<file path="src/rtl/i2c_txn_arbiter_if.sv">
// Bundle of requester handshake and I2C-master control signals shared by the arbiter.
// The slave modport is the arbiter's view; the master modport is the requester/bus-master side.
interface i2c_txn_arbiter_if #(
    parameter int NUM_REQ = 4,
    parameter int ADDR_W  = 8,
    parameter int DATA_W  = 8
);
    logic [NUM_REQ-1:0]        req_valid;
    logic [NUM_REQ-1:0]        req_rw;
    logic [NUM_REQ*ADDR_W-1:0] req_addr;
    logic [NUM_REQ*DATA_W-1:0] req_wdata;
    logic [NUM_REQ-1:0]        req_ready;
    logic [NUM_REQ-1:0]        rsp_valid;
    logic [DATA_W-1:0]         rsp_rdata;
    logic                      rsp_err;
    logic                      m_en;
    logic                      m_rw;
    logic [ADDR_W-1:0]         m_addr;
    logic [DATA_W-1:0]         m_wdata;
    logic                      m_done;
    logic [DATA_W-1:0]         m_rdata;
    logic                      busy;

    modport slave (
        input  req_valid, req_rw, req_addr, req_wdata, m_done, m_rdata,
        output req_ready, rsp_valid, rsp_rdata, rsp_err,
               m_en, m_rw, m_addr, m_wdata, busy
    );

    modport master (
        output req_valid, req_rw, req_addr, req_wdata, m_done, m_rdata,
        input  req_ready, rsp_valid, rsp_rdata, rsp_err,
               m_en, m_rw, m_addr, m_wdata, busy
    );
endinterface

</file>
<file path="src/rtl/i2c_txn_arbiter.sv">
// Round-robin arbiter sharing one I2C master between NUM_REQ requesters, one transaction
// at a time, with a WAIT-state timeout so a hung bus cannot lock requesters out.
module i2c_txn_arbiter #(
    parameter int NUM_REQ     = 4,
    parameter int ADDR_W      = 8,
    parameter int DATA_W      = 8,
    parameter int TIMEOUT_CYC = 4096
) (
    input  logic              clk,
    input  logic              reset_n,
    i2c_txn_arbiter_if.slave  bus
);
    localparam int IDX_W = $clog2(NUM_REQ);
    localparam int CNT_W = $clog2(TIMEOUT_CYC);
    localparam logic [NUM_REQ-1:0] ONE_HOT0 = NUM_REQ'(1);

    typedef enum logic [2:0] {
        S_IDLE,
        S_START,
        S_WAIT,
        S_RESP,
        S_DRAIN
    } state_t;

    state_t             r_state;
    logic [IDX_W-1:0]   r_rr_ptr;
    logic [IDX_W-1:0]   r_grant;
    logic [CNT_W-1:0]   r_cnt;
    logic [NUM_REQ-1:0] r_req_ready;
    logic [NUM_REQ-1:0] r_rsp_valid;
    logic [DATA_W-1:0]  r_rsp_rdata;
    logic               r_rsp_err;
    logic               r_m_en;
    logic               r_m_rw;
    logic [ADDR_W-1:0]  r_m_addr;
    logic [DATA_W-1:0]  r_m_wdata;
    logic               r_busy;

    logic               w_found;
    logic [IDX_W-1:0]   w_grant;
    logic [IDX_W-1:0]   w_idx;

    // Search upward from the requester after the last winner, wrapping, so the last winner goes last.
    always_comb begin
        w_found = 1'b0;
        w_grant = '0;
        w_idx   = '0;
        for (int k = 1; k <= NUM_REQ; k++) begin
            w_idx = IDX_W'((int'(r_rr_ptr) + k) % NUM_REQ);
            if (!w_found && bus.req_valid[w_idx]) begin
                w_found = 1'b1;
                w_grant = w_idx;
            end
        end
    end

    always_ff @(posedge clk or negedge reset_n) begin
        if (!reset_n) begin
            r_state     <= S_IDLE;
            r_rr_ptr    <= IDX_W'(NUM_REQ - 1);
            r_grant     <= '0;
            r_cnt       <= '0;
            r_req_ready <= '0;
            r_rsp_valid <= '0;
            r_rsp_rdata <= '0;
            r_rsp_err   <= 1'b0;
            r_m_en      <= 1'b0;
            r_m_rw      <= 1'b0;
            r_m_addr    <= '0;
            r_m_wdata   <= '0;
            r_busy      <= 1'b0;
        end else begin
            r_req_ready <= '0;
            r_rsp_valid <= '0;
            case (r_state)
                S_IDLE: begin
                    if (w_found) begin
                        r_grant     <= w_grant;
                        r_m_rw      <= bus.req_rw[w_grant];
                        r_m_addr    <= bus.req_addr[int'(w_grant)*ADDR_W +: ADDR_W];
                        r_m_wdata   <= bus.req_wdata[int'(w_grant)*DATA_W +: DATA_W];
                        r_req_ready <= ONE_HOT0 << w_grant;
                        r_m_en      <= 1'b1;
                        r_busy      <= 1'b1;
                        r_state     <= S_START;
                    end
                end
                S_START: begin
                    r_cnt   <= '0;
                    r_state <= S_WAIT;
                end
                S_WAIT: begin
                    // A done arriving on the final timeout cycle still counts as success.
                    if (bus.m_done) begin
                        r_rsp_rdata <= r_m_rw ? bus.m_rdata : '0;
                        r_rsp_err   <= 1'b0;
                        r_m_en      <= 1'b0;
                        r_rsp_valid <= ONE_HOT0 << r_grant;
                        r_state     <= S_RESP;
                    end else if (r_cnt == CNT_W'(TIMEOUT_CYC - 1)) begin
                        r_rsp_rdata <= '0;
                        r_rsp_err   <= 1'b1;
                        r_m_en      <= 1'b0;
                        r_rsp_valid <= ONE_HOT0 << r_grant;
                        r_state     <= S_RESP;
                    end else begin
                        r_cnt <= r_cnt + CNT_W'(1);
                    end
                end
                S_RESP: begin
                    r_rr_ptr <= r_grant;
                    r_state  <= S_DRAIN;
                end
                S_DRAIN: begin
                    // Level-sensitive done must fall before the next transaction may start.
                    if (!bus.m_done) begin
                        r_busy  <= 1'b0;
                        r_state <= S_IDLE;
                    end
                end
                default: begin
                    r_busy  <= 1'b0;
                    r_m_en  <= 1'b0;
                    r_state <= S_IDLE;
                end
            endcase
        end
    end

    assign bus.req_ready = r_req_ready;
    assign bus.rsp_valid = r_rsp_valid;
    assign bus.rsp_rdata = r_rsp_rdata;
    assign bus.rsp_err   = r_rsp_err;
    assign bus.m_en      = r_m_en;
    assign bus.m_rw      = r_m_rw;
    assign bus.m_addr    = r_m_addr;
    assign bus.m_wdata   = r_m_wdata;
    assign bus.busy      = r_busy;
endmodule
</file>
<file path="src/flat_wrapper.sv">
// flat-port wrapper written by rule: the top's interface ports become plain ports
module i2c_txn_arbiter_flat 
#(
    parameter int NUM_REQ     = 4,
    parameter int ADDR_W      = 8,
    parameter int DATA_W      = 8,
    parameter int TIMEOUT_CYC = 4096
)
  (clk, reset_n, bus_req_valid, bus_req_rw, bus_req_addr, bus_req_wdata, bus_m_done, bus_m_rdata, bus_req_ready, bus_rsp_valid, bus_rsp_rdata, bus_rsp_err, bus_m_en, bus_m_rw, bus_m_addr, bus_m_wdata, bus_busy);
  i2c_txn_arbiter_if #(.NUM_REQ(NUM_REQ), .ADDR_W(ADDR_W), .DATA_W(DATA_W)) bus_i ();
  input  logic clk;
  input  logic reset_n;
  input wire logic [$bits(bus_i.req_valid)-1:0] bus_req_valid;
  input wire logic [$bits(bus_i.req_rw)-1:0] bus_req_rw;
  input wire logic [$bits(bus_i.req_addr)-1:0] bus_req_addr;
  input wire logic [$bits(bus_i.req_wdata)-1:0] bus_req_wdata;
  input wire logic [$bits(bus_i.m_done)-1:0] bus_m_done;
  input wire logic [$bits(bus_i.m_rdata)-1:0] bus_m_rdata;
  output wire logic [$bits(bus_i.req_ready)-1:0] bus_req_ready;
  output wire logic [$bits(bus_i.rsp_valid)-1:0] bus_rsp_valid;
  output wire logic [$bits(bus_i.rsp_rdata)-1:0] bus_rsp_rdata;
  output wire logic [$bits(bus_i.rsp_err)-1:0] bus_rsp_err;
  output wire logic [$bits(bus_i.m_en)-1:0] bus_m_en;
  output wire logic [$bits(bus_i.m_rw)-1:0] bus_m_rw;
  output wire logic [$bits(bus_i.m_addr)-1:0] bus_m_addr;
  output wire logic [$bits(bus_i.m_wdata)-1:0] bus_m_wdata;
  output wire logic [$bits(bus_i.busy)-1:0] bus_busy;
  assign bus_i.req_valid = bus_req_valid;
  assign bus_i.req_rw = bus_req_rw;
  assign bus_i.req_addr = bus_req_addr;
  assign bus_i.req_wdata = bus_req_wdata;
  assign bus_i.m_done = bus_m_done;
  assign bus_i.m_rdata = bus_m_rdata;
  assign bus_req_ready = bus_i.req_ready;
  assign bus_rsp_valid = bus_i.rsp_valid;
  assign bus_rsp_rdata = bus_i.rsp_rdata;
  assign bus_rsp_err = bus_i.rsp_err;
  assign bus_m_en = bus_i.m_en;
  assign bus_m_rw = bus_i.m_rw;
  assign bus_m_addr = bus_i.m_addr;
  assign bus_m_wdata = bus_i.m_wdata;
  assign bus_busy = bus_i.busy;
  i2c_txn_arbiter #(.NUM_REQ(NUM_REQ), .ADDR_W(ADDR_W), .DATA_W(DATA_W), .TIMEOUT_CYC(TIMEOUT_CYC)) u_core (.clk(clk), .reset_n(reset_n), .bus(bus_i));
endmodule
</file>
<file path="config.mk">
export PLATFORM = sky130hd
export DESIGN_NAME = i2c_txn_arbiter_flat
export DESIGN_NICKNAME = d
export VERILOG_FILES = /design/src/rtl/i2c_txn_arbiter_if.sv /design/src/rtl/i2c_txn_arbiter.sv /design/src/flat_wrapper.sv
export SDC_FILE = /design/constraint.sdc
export NUM_CORES = 1
export LEC_CHECK = 0
export ABC_AREA = 1
export BUFFER_PORTS_ARGS = -buffer_cell sky130_fd_sc_hd__buf_2
export CAP_MARGIN = 25
export CORE_ASPECT_RATIO = 1.2
export CORE_UTILIZATION = 55
export DETAILED_ROUTE_END_ITERATION = 10
export GPL_ROUTABILITY_DRIVEN = 1
export GPL_TIMING_DRIVEN = 1
export MAX_ROUTING_LAYER = met4
export PLACE_DENSITY_LB_ADDON = 0.08
export SLEW_MARGIN = 0
export SYNTH_ARGS = -nofsm -noshare
export SYNTH_HDL_FRONTEND = slang
export SYNTH_SLANG_ARGS = --single-unit
</file>
<file path="constraint.sdc">
create_clock -name clk -period 3.45 [get_ports clk]
set_input_delay 1.035 -clock clk [delete_from_list [all_inputs] [get_ports clk]]
set_output_delay 1.035 -clock clk [all_outputs]
set_load 0.005 [all_outputs]
</file>
==> flow_summary.json <==
{
  "ys_types": 31,
  "vias_per_cell": 5.01,
  "swShare_pct": 51.7,
  "crit_chain": "buf_2 -> nand2_1 -> nand2_1 -> nand2_1 -> nand2_2 -> inv_2 -> nand3_2 -> nand3_2 -> buf_12 -> nand2_1 -> nand3_1 -> nand2_1 -> nand2_1 -> nand2_1",
  "reg2reg_from": "u_core.r_rr_ptr[0]$_DFFE_PN1P_",
  "rsz0062_at_grt": "no",
  "place_inst": 677,
  "setup_viol": 0,
  "min_period_ns": 2.56,
  "portBuffers": 118,
  "num_rows": 31,
  "status": "completed",
  "drt-initial-drc-count": 183,
  "worst_slew_pin_slew_ns": 0.689,
  "grtUsageTotal_pct": 25.4,
  "first_pass_iters": 4,
  "critical_path_peak_fanout": 49,
  "synth.cell_area_mm2": 0.00346,
  "antennaDiodeCount": 0,
  "htree_levels": 2,
  "n_fill_cell": 535,
  "yosysSeqAreaShare_pct": 39.9,
  "power.density_mw_per_mm2": 922,
  "cp.arrival_ns": 2.76,
  "clock_sink_count": 55,
  "critPathCaptureType": "register",
  "gp_congestion": 0.905,
  "hold_violations": 0,
  "syn_inst": 495,
  "first_global_vias": 3119,
  "grt_pass1_wl_mm": 12.7,
  "top_level_ports": 119,
  "max-slew-margin-rel_pct": 54.0,
  "worstSetupEndpoint": "u_core.bus.m_wdata[2]$_DFFE_PN0P_",
  "slowest_delay_ns": 0.37,
  "worstSetupStartpoint": "bus_req_valid[1]",
  "synth.ff_latch_count": 55,
  "slew_viol_final": 0,
  "place_hpwl_mm": 5.93,
  "grt-ovfl-total": 0,
  "fmax_ghz": 0.391,
  "crit_top_cell": "nand2_1",
  "ir_drop_v": 0.000588,
  "antenna_left": 0,
  "synth_area_leaders": "dfrtp_1 38%, nand2_1 18%, inv_1 8.6%",
  "p_clk_share_pct": 9.8,
  "r2r_slack_ns": 0.91,
  "via_count": 3433,
  "setup_tns_ns": 0,
  "die_w_um": 74.4,
  "clk_pin_slew_ns": 0.11,
  "nNetsFinal": 686,
  "leakagePower_nw": 2.46,
  "numCtsBuffers": 5,
  "required_ns": 3.65,
  "antenna_found_initial": 0,
  "clk_latency_ns": 0.31,
  "max_cap_violations": 0,
  "fin_util_pct": 68.5,
  "final_cells": 685,
  "cp-start-kind": "input port",
  "synth.top_cell.area_share_pct": 38.4,
  "wirelength_mm": 7.96,
  "async_flop_share_pct": 100,
  "synthToLayoutAreaGrowth_pct": 20.0,
  "post-route-period-util_pct": 74.2,
  "core_mm2": 0.00605,
  "post-cts-setup-buffer-count": 0,
  "synth_nets": 579,
  "clock_path_buffers": 2,
  "synthFlopType": "dfrtp_1",
  "pwr-share-comb_pct": 62.4,
  "intPower_mw": 1.85,
  "r2r-end": "u_core.bus.m_wdata[2]$_DFFE_PN0P_",
  "avgSynthCellArea_um2": 6.98,
  "cp_slowest_cell": "nand3_2",
  "r2r_cells": 14,
  "power_mw": 3.82,
  "yosysMostFrequentCell": "nand2_1",
  "synth_edf_count": 0,
  "synth_top_cell_by_area": "dfrtp_1",
  "hold_class": "reg -> reg",
  "p_seq_share_pct": 27.7,
  "ctsResizeCount": 0,
  "drt-wirelength-per-cell_um": 11.6,
  "drive_above_1_share_pct": 27.0,
  "p_switching_mw": 1.97,
  "cts_hold_buf": 0,
  "ys_warn_count": 0,
  "holdWs_ns": 0.475,
  "start_util_pct": 57.1,
  "die_h_um": 88.8,
  "drc": 0,
  "cts_tree": "done",
  "criticalPathCategory": "in -> reg",
  "synthTopCellsByCount": "166 x nand2_1, 79 x inv_1, 58 x nand3_1, 53 x dfrtp_1, 23 x nand4_1",
  "cts-root-buf": "clkbuf_8",
  "finClkSkew_ns": 0.0104,
  "grt_max_degree": 56,
  "die-area_mm2": 0.00661
}
state kept, by name, indices dropped and copies added (netlist names):
signal                cells
u_core.r_rr_ptr           2
u_core.r_grant            2
u_core.bus.req_ready      4
u_core.bus.m_addr         8
u_core.r_state            3
u_core.bus.rsp_rdata      8
u_core.bus.busy           1
u_core.bus.m_wdata        8
u_core.bus.m_rw           1
u_core.bus.rsp_valid      4
u_core.bus.rsp_err        1
u_core.bus.m_en           1
u_core.r_cnt             12
routing by layer:
metal | share of wire (%) | wire length [µm] | GRT usage, % | vias to the layer above
met5 | 0 | 0 | - | -
met4 | 1.2 | 97 | 7.72 | 0
met3 | 4.7 | 378 | 3.53 | 9
met2 | 52 | 4120 | 46.2 | 120
met1 | 42 | 3360 | 28.3 | 1542
li1 | - | - | - | 1762
power by group through the flow:
stage	logic, mW	registers [mW]	clock network (mW)
3_5_place_dp	2.39	1.06	0
6_report	2.39	1.06	0.376
2_1_floorplan	1.93	1.01	0
4_1_cts	2.39	1.06	0.381
3_3_place_gp	2.33	1.07	0
5_1_grt	2.71	1.08	0.409
cell usage in the layout (no fill, tap or decap):
| master | netlist | final |
|---|---|---|
| nand2_2 | 7 | 7 |
| nor2_4 | 3 | 3 |
| nand3_2 | 3 | 3 |
| inv_2 | 8 | 8 |
| o31ai_1 | 4 | 4 |
| or2_2 | 1 | 1 |
| xnor2_1 | 1 | 1 |
| o21a_1 | 1 | 1 |
| buf_2 | 12 | 118 |
| nand4_1 | 23 | 23 |
| o21ai_0 | 11 | 11 |
| inv_4 | 1 | 1 |
| buf_4 | 3 | 2 |
| ha_1 | 1 | 1 |
| nor2_1 | 17 | 17 |
| a31oi_1 | 1 | 1 |
| inv_1 | 79 | 79 |
| or2_1 | 6 | 6 |
| clkbuf_8 | 0 | 5 |
| nand2_1 | 166 | 166 |
| nand3_4 | 1 | 1 |
| nor3b_1 | 2 | 2 |
| buf_12 | 0 | 1 |
| dfstp_2 | 2 | 2 |
| nand3_1 | 58 | 58 |
| inv_8 | 0 | 1 |
| clkinv_4 | 0 | 2 |
| a21oi_1 | 5 | 5 |
| dfrtp_1 | 53 | 53 |
| xor2_1 | 3 | 3 |
| o211ai_2 | 6 | 6 |
| nor3_1 | 9 | 9 |
| nor2_2 | 2 | 2 |
per-stage QoR:
step           cell area (µm²)  setup WS (ns)
6_report                  4150          0.890
5_1_grt                   4150          0.688
4_1_cts                   4150          0.921
3_5_place_dp              4050          0.599
3_3_place_gp              4050          0.624
2_1_floorplan             3460           1.23
cell type report:
| class | instances | area [µm²] | area share, % |
|---|---|---|---|
| Multi-Input combinational cell | 331 | 1610 | 38.8 |
| Clock buffer | 5 | 68.8 | 1.66 |
| Inverter | 88 | 333 | 8.03 |
| Tap cell | 82 | 103 | 2.47 |
| Clock inverter | 3 | 28.8 | 0.694 |
| Sequential cell | 55 | 1380 | 33.3 |
| Timing Repair Buffer | 121 | 626 | 15.1 |
kinds of logic after synthesis:
group | synth area share, %
AOI/OAI and AO/OA | 5.76
DFF | 39.9
xor gates and xnor gates | 1.01
buffers and inverters | 13.5
adders and majority gates | 0.362
and+or+nand+nor | 39.4
worst min path at each step:
stage	to	from	cells past startpoint
final	u_core.bus.rsp_valid[0]$_DFF_PN0_	u_core.r_grant[1]$_DFFE_PN0P_	1
after global routing	u_core.bus.rsp_valid[2]$_DFF_PN0_	u_core.r_grant[0]$_DFFE_PN0P_	1
after CTS	u_core.bus.rsp_valid[0]$_DFF_PN0_	u_core.r_grant[1]$_DFFE_PN0P_	1
after detailed placement	u_core.bus.rsp_valid[2]$_DFF_PN0_	u_core.r_grant[0]$_DFFE_PN0P_	1
after global placement	u_core.bus.rsp_valid[0]$_DFF_PN0_	u_core.r_grant[0]$_DFFE_PN0P_	1
after floorplan	u_core.bus.rsp_valid[0]$_DFF_PN0_	u_core.r_grant[1]$_DFFE_PN0P_	1
worst max-delay path, delay by kind of cell:
| family | cells | cell delay [ns] |
|---|---|---|
| buffers and inverters | 3 | 0.42 |
| AND/OR/NAND/NOR | 11 | 1.30 |
(Power assumes the default switching activity.)
